===== src/rtl/miner_pkg.sv =====
// -----------------------------------------------------------------------------
// miner_pkg
// Shared definitions for the mining pipeline tail logic.
//   NONCE_W  : width of the nonce word carried down the pipeline
//   DIGEST_W : width of the leading digest word compared against the target
//   state_e  : collector FSM states
// -----------------------------------------------------------------------------
package miner_pkg;

   localparam int NONCE_W  = 64;
   localparam int DIGEST_W = 64;

   typedef enum logic [1:0] {
      IDLE = 2'd0,
      RUN  = 2'd1,
      HOLD = 2'd2
   } state_e;

endpackage : miner_pkg


===== src/rtl/hash_cmp.sv =====
// -----------------------------------------------------------------------------
// hash_cmp
// Unsigned less-than comparator between a digest word and the host target.
// Kept as its own block so a pipeline register can be dropped in later for
// timing (which would add one cycle of hit latency).
// Ports:
//   digest_i : digest word under test
//   target_i : unsigned threshold
//   lt_o     : 1 when digest_i < target_i (strict, unsigned)
// -----------------------------------------------------------------------------
module hash_cmp
   import miner_pkg::*;
(
   input  logic [DIGEST_W-1:0] digest_i,
   input  logic [DIGEST_W-1:0] target_i,
   output logic                lt_o
);

   // A target of zero can never be beaten because nothing is below zero.
   assign lt_o = (digest_i < target_i);

endmodule : hash_cmp


===== src/rtl/nonce_collect.sv =====
// -----------------------------------------------------------------------------
// nonce_collect
// Tail-end result collector of the mining pipeline. Compares every valid
// digest against the host target, raises a one-cycle flush on a hit, latches
// the winning nonce until the host acknowledges, and counts evaluated hashes.
// Ports:
//   clk, rst  : clock, synchronous active-high reset
//   start     : host pulse, IDLE -> RUN (clears hashCnt)
//   stop      : host pulse, back to IDLE (loses to a hit in RUN)
//   target    : unsigned threshold, held stable while running
//   vldIn     : pipeline-tail valid
//   m04In     : pipeline-tail nonce word
//   hashIn    : leading digest word aligned with vldIn
//   found     : registered one-cycle flush pulse to every stage
//   nonceVld  : nonceOut holds a winning nonce
//   nonceOut  : latched winning nonce
//   ack       : host has read the nonce (HOLD -> RUN)
//   busy      : FSM is in RUN or HOLD
//   hashCnt   : number of valid digests evaluated, wraps
// All outputs come straight from registers.
// -----------------------------------------------------------------------------
module nonce_collect
   import miner_pkg::*;
#(
   parameter int CNT_W = 32
)(
   input  logic                clk,
   input  logic                rst,
   input  logic                start,
   input  logic                stop,
   input  logic [DIGEST_W-1:0] target,
   input  logic                vldIn,
   input  logic [NONCE_W-1:0]  m04In,
   input  logic [DIGEST_W-1:0] hashIn,
   output logic                found,
   output logic                nonceVld,
   output logic [NONCE_W-1:0]  nonceOut,
   input  logic                ack,
   output logic                busy,
   output logic [CNT_W-1:0]    hashCnt
);

   localparam logic [CNT_W-1:0] CNT_ZERO = {CNT_W{1'b0}};
   localparam logic [CNT_W-1:0] CNT_ONE  = {{(CNT_W-1){1'b0}}, 1'b1};

   state_e               state_q, state_d;
   logic                 found_q, found_d;
   logic                 nonce_vld_q, nonce_vld_d;
   logic [NONCE_W-1:0]   nonce_q, nonce_d;
   logic [CNT_W-1:0]     cnt_q, cnt_d;
   logic                 lt_s;
   logic                 hit_s;

   hash_cmp u_hash_cmp (
      .digest_i (hashIn),
      .target_i (target),
      .lt_o     (lt_s)
   );

   // Only a valid beat seen while running can be a hit; HOLD ignores the tail.
   assign hit_s = (state_q == RUN) && vldIn && lt_s;

   // State register.
   always_ff @(posedge clk) begin
      if (rst) begin
         state_q <= IDLE;
      end else begin
         state_q <= state_d;
      end
   end

   // Next-state logic: a hit beats stop in RUN, stop beats ack in HOLD.
   always_comb begin
      state_d = state_q;
      case (state_q)
         IDLE: begin
            if (start) begin
               state_d = RUN;
            end else begin
               state_d = IDLE;
            end
         end
         RUN: begin
            if (hit_s) begin
               state_d = HOLD;
            end else if (stop) begin
               state_d = IDLE;
            end else begin
               state_d = RUN;
            end
         end
         HOLD: begin
            if (stop) begin
               state_d = IDLE;
            end else if (ack) begin
               state_d = RUN;
            end else begin
               state_d = HOLD;
            end
         end
         default: begin
            state_d = IDLE;
         end
      endcase
   end

   // Next values of the registered outputs.
   always_comb begin
      found_d     = 1'b0;
      nonce_vld_d = nonce_vld_q;
      nonce_d     = nonce_q;
      cnt_d       = cnt_q;
      case (state_q)
         IDLE: begin
            if (start) begin
               cnt_d = CNT_ZERO;
            end else begin
               cnt_d = cnt_q;
            end
         end
         RUN: begin
            if (vldIn) begin
               cnt_d = cnt_q + CNT_ONE;
            end else begin
               cnt_d = cnt_q;
            end
            if (hit_s) begin
               found_d     = 1'b1;
               nonce_vld_d = 1'b1;
               nonce_d     = m04In;
            end else begin
               found_d     = 1'b0;
            end
         end
         HOLD: begin
            // The nonce word itself is kept after release; only the valid drops.
            if (stop || ack) begin
               nonce_vld_d = 1'b0;
            end else begin
               nonce_vld_d = nonce_vld_q;
            end
         end
         default: begin
            nonce_vld_d = 1'b0;
         end
      endcase
   end

   // Output registers.
   always_ff @(posedge clk) begin
      if (rst) begin
         found_q     <= 1'b0;
         nonce_vld_q <= 1'b0;
         nonce_q     <= {NONCE_W{1'b0}};
         cnt_q       <= CNT_ZERO;
      end else begin
         found_q     <= found_d;
         nonce_vld_q <= nonce_vld_d;
         nonce_q     <= nonce_d;
         cnt_q       <= cnt_d;
      end
   end

   assign found    = found_q;
   assign nonceVld = nonce_vld_q;
   assign nonceOut = nonce_q;
   assign hashCnt  = cnt_q;
   assign busy     = (state_q != IDLE);

endmodule : nonce_collect


===== config.mk =====
export PLATFORM = sky130hd
export DESIGN_NAME = nonce_collect
export DESIGN_NICKNAME = d
export VERILOG_FILES = /design/src/rtl/miner_pkg.sv /design/src/rtl/hash_cmp.sv /design/src/rtl/nonce_collect.sv
export SDC_FILE = /design/constraint.sdc
export NUM_CORES = 1
export LEC_CHECK = 0
export CAP_MARGIN = 5
export CORE_MARGIN = 2
export CORE_UTILIZATION = 41
export CTS_CLUSTER_DIAMETER = 40
export CTS_CLUSTER_SIZE = 12
export DETAILED_ROUTE_END_ITERATION = 7
export PLACE_DENSITY = 0.81
export SYNTH_ARGS = -nofsm -noshare
export SYNTH_HDL_FRONTEND = slang
export SYNTH_SLANG_ARGS = --single-unit

===== constraint.sdc =====
create_clock -name clk -period 2.96 [get_ports clk]
set_input_delay 0.592 -clock clk [delete_from_list [all_inputs] [get_ports clk]]
set_output_delay 0.592 -clock clk [all_outputs]
set_load 0.05 [all_outputs]

# Word-level counts from Yosys, hierarchy flattened
# Index checks and enable logic that the tools add are counted.
# W data, S select, Z words.
word_totals:
  output_inout_bits: 99
  elab_cells: 38
  in_bits: 198
  register_bits: 100
op_classes:
  n_addsub: 1
  n_eq_ne: 6
  reduce_logical: 10
  magnitude_cmp: 1
  n_bitwise: 2
  n_mux: 13
ops:
  columns: ["operator", "count"]
  rows:
  - ["$lt A64 B64 Y1", 1]
  - ["$mux W32", 2]
  - ["$pmux W32 S2", 1]
  - ["$add A32 B1 Y32 const B", 1]
  - ["$ne A2 B2 Y1 const B", 4]
  - ["$mux W2", 3]
  - ["$pmux W2 S3", 1]
  - ["$reduce_and A3 Y1", 2]
  - ["$mux W1", 5]
  - ["$reduce_bool A2 Y1", 2]
  - ["$pmux W1 S3", 1]
  - ["$eq A2 B1 Y1 const B", 1]
  - ["$eq A2 B2 Y1 const B", 1]
  - ["$logic_and A1 B1 Y1", 2]
  - ["$logic_not A2 Y1", 1]
  - ["$not A1 Y1", 2]
  - ["$reduce_and A2 Y1", 1]
  - ["$reduce_or A2 Y1", 1]
  - ["$logic_or A1 B1 Y1", 1]

# Longest topological paths before layout
depth:
  depth_word: 5
  mapped_depth: 11
  mapped_depth_nobuf: 9

# Hierarchy
# From an unflattened synthesis, not the netlist that was laid out.
unflattened:
  cells_unflattened: 716
  hier_area_um2: 5572.8
by_module_without_submodules:
  columns: ["mod", "seq_area_each_um2", "n_inst", "cells_each", "area_per_inst_um2"]
  rows:
  - ["nonce_collect", 2001.9, 1, 488, 3987.6]
  - ["hash_cmp", 0.0, 1, 228, 1585.3]

# Least setup slack after synthesis
# Ideal clock, no wire load.
synth_path:
  path_type: "input-to-reg"
  startpoint: "input port target[62]"
  endpoint: "register nonce_q[10] (netlist: nonceOut[10])"
  path_buffers: 2
  slack_ps: 467
  cell_stages: 11
  setup_ps: 72
  arrival_time_ps: 2421
  t_required_ps: 2888
  path_cell_list: "inv_1 > ha_1 > nand4_1 > nor3_1 > nand2_1 > nor4_2 > nand2_1 > o211ai_2 > buf_6 > buf_6 > mux2i_1"
synth_between:
  elab_chain_cells: 3
synth_lines:
  columns: ["element", "line", "rtl"]
  rows:
  - ["start: declaration", "nonce_collect.sv:31", "input logic [DIGEST_W-1:0] target,"]
  - ["$lt A64 B64 Y1", "hash_cmp.sv:20", "assign lt_o = (digest_i < target_i);"]
  - ["$logic_and A1 B1 Y1", "nonce_collect.sv:61", "assign hit_s = (state_q == RUN) && vldIn && lt_s;"]
  - ["$reduce_and A2 Y1 (no line)", null, null]
  - ["end signal: assignment", "nonce_collect.sv:154", "nonce_q <= {NONCE_W{1'b0}};"]
  - ["end signal: assignment", "nonce_collect.sv:159", "nonce_q <= nonce_d;"]
  - ["end: declaration", "nonce_collect.sv:49", "logic [NONCE_W-1:0] nonce_q, nonce_d;"]
# Every way passes these cells.
# A chain may end at the register's enable or synchronous reset.

# Final worst setup path
layout_path:
  startpoint: "input port target[30]"
  endpoint: "register nonce_q[60] (netlist: nonceOut[60])"
# The elaborated chain is that of the path after synthesis.

==> impl_metrics.json <==
{
  "dieArea_sq_mm": 0.0156,
  "ys.flop_type": "dfxtp_1",
  "path_clk_slew_ps": 70,
  "yosysTopAreaCell": "dfxtp_1",
  "async_reset_ff_share_pct": 0,
  "synth_area_sq_mm": 0.00600,
  "io_pins": 297,
  "preCtsSetupSlack_ps": -311,
  "syn_area_per_cell_sq_um": 8.74,
  "routed_via_density": 4.86,
  "hold_viol": 0,
  "use_met1_pct": 24.8,
  "crit_type": "in2reg",
  "finalNonFillerCells": 1181,
  "initial_utilization_pct": 41.6,
  "grt_pass1_wl_um": 27600,
  "tightest_slew_ps": 594,
  "power_density_mw_per_mm2": 342,
  "wl_um": 17200,
  "ys_top_cells_by_area": "dfxtp_1 (33%), nand2b_1 (14%), ha_1 (13%)",
  "cap_viol_max_count": 0,
  "period_minus_slack_ps": 2880,
  "grt_max_degree": 49,
  "grt_util_met3_pct": 7.87,
  "htree_levels": 3,
  "hold_class": "reg2reg",
  "wl_per_cell_um": 14.6,
  "worst_setup_path_end_kind": "flip-flop",
  "worstPathArrival_ps": 3110,
  "synth_top_area_share_pct": 33.3,
  "total_leakage_power_nw": 4.37,
  "post-route-period-util_pct": 97.1,
  "clock.fmax_mhz": 348,
  "post-cts-setup-buffer-count": 0,
  "fin_nets": 1254,
  "grt_pass1_vias": 5773,
  "whs_path_depth": 2,
  "synth_seq_cells": 100,
  "initialDrtViolationCount": 179,
  "synthTopCellsByCount": "nand2b_1 (134), dfxtp_1 (100), inv_1 (69)",
  "cts_inserted_buffers": 9,
  "ir_worst_vdd_v": 0.000272,
  "vias": 5734,
  "n_antenna_cell": 0,
  "slew_viol_final": 0,
  "r2r_cells": 8,
  "cp.required_ps": 3200,
  "cts_tree": "yes",
  "placementRows": 44,
  "grt_usage_pct": 21.5,
  "ys_seq_area_share_pct": 33.3,
  "met2_usage_pct": 37.0,
  "setup_slack_ps": 84.6,
  "gp_congestion": 0.898,
  "firstDrtPassIters": 4,
  "yosysMostFrequentCell": "nand2b_1",
  "n_fill_cell": 1209,
  "dpl.hpwl_um": 13700,
  "cts.sinks": 100,
  "finClkSkew_ps": 11.7,
  "syn_nets": 949,
  "dp.cells": 1162,
  "core-area_sq_mm": 0.0144,
  "clock-root-buffer": "clkbuf_16",
  "cts_buffer_depth": 2,
  "status": "finished clean",
  "die_x_um": 125,
  "insertion_delay_ps": 350,
  "antenna_found_initial": 0,
  "finalSetupViolCount": 0,
  "start_kind": "input pin",
  "yosysWarnings": 0,
  "drc": 0,
  "grt_overflow": 0,
  "crit_fanout": 8,
  "drive_above_1_share_pct": 6.32,
  "portBuffers": 296,
  "hold_ws_ps": 475,
  "synth.distinct_cells": 42,
  "synth_edf_count": 0,
  "drtAntennaViolNets": 0,
  "synthCells": 687,
  "relSlewSlack_pct": 60.3,
  "die_y_um": 125,
  "syn2layout_area_growth_pct": 62.9,
  "grt-busiest-layer": "met2"
}
## report_power, final
part,switching (mW),total [mW],internal (mW)
registers,0.0214,1.40,1.38
logic,0.368,0.838,0.471
clock network,0.527,1.10,0.578
## final cells by class
cell class                 instances  area, sq um  share of cell area, %
sequential                       100         2000                   20.5
clock inverter                     6         47.5                  0.486
tap                              184          230                   2.35
clock buffer                      10          229                   2.34
inverter                          69          259                   2.65
multi-input combinational        491         3700                   37.8
timing repair buffer             321         3310                   33.9
## layout by cell type, fill, tap and decap left out, types with 4 or more instances in the layout
cell type        synthesis  layout
nand4_1                 14      14
a21oi_1                 35      35
and4_1                   4       4
nand3_1                 18      18
xor2_1                  19      19
o21ai_0                 14      12
dfxtp_1                100     100
inv_1                   69      67
clkbuf_16                0      13
and3_1                   4       4
ha_1                    64      61
nand2b_1               134     134
or3_1                    5       5
nand2_1                 35      33
clkdlybuf4s50_1          0     294
xnor2_1                  7       7
buf_12                   0       6
buf_4                    5      14
nor2_1                  39      39
mux2i_1                 64      64
## cell families after synthesis
group | Yosys count | synth area share, %
compound gates | 64 | 6.17
simple gates | 272 | 25.8
fa+ha+maj | 64 | 13.3
buf+inv | 96 | 6.69
mux | 65 | 10.9
xor+xnor | 26 | 3.79
flops | 100 | 33.3
## sequential cells by signal, indices dropped and copies added (netlist names)
register and cells:
nonceOut 64, state_q 2, nonceVld 1, hashCnt 32, found 1
## through the flow
stage	util [%]	setup TNS [ps]	power, mW	cell area, sq um
6_report	67.8	0	3.34	9780
5_1_grt	67.8	-2430	3.52	9780
4_1_cts	66.5	0	3.35	9590
3_5_place_dp	64.6	-16760	2.23	9310
3_3_place_gp	64.6	-15430	2.22	9310
2_1_floorplan	-	0	1.82	6000
## path summary, 6_finish.rpt
kind,to,startpoint,slack (ps)
max,nonceOut[60],target[30],80
min,nonceOut[21],nonceOut[21],480
max reg2reg,nonceOut[60],state_q[0],840
min reg2reg,nonceOut[21],nonceOut[21],480
## worst max-delay path, stage by stage
cell and delay, ps:
clkdlybuf4s50_1 460, inv_1 40, ha_1 320, a21oi_1 170, nand2_1 90, a221oi_2 340, o21ai_2 110, a211oi_2 320
o211ai_4 180, clkbuf_16 200, clkbuf_16 170, mux2i_1 110
## routing by layer
layer  part of all wire (%)  routed length [um]  vias to the layer above
li1                       -                   -                     2897
met1                     41                7080                     2602
met2                     48                8310                      204
met3                    8.4                1460                       31
met4                    2.3                 391                        0
met5                      0                   0                        -
## repair_timing
action,CTS,global route
setup endpoints to repair,0,64
resized for setup,0,19
hold buffers,0,0
Note: power is estimated with default switching activity, not from simulation.
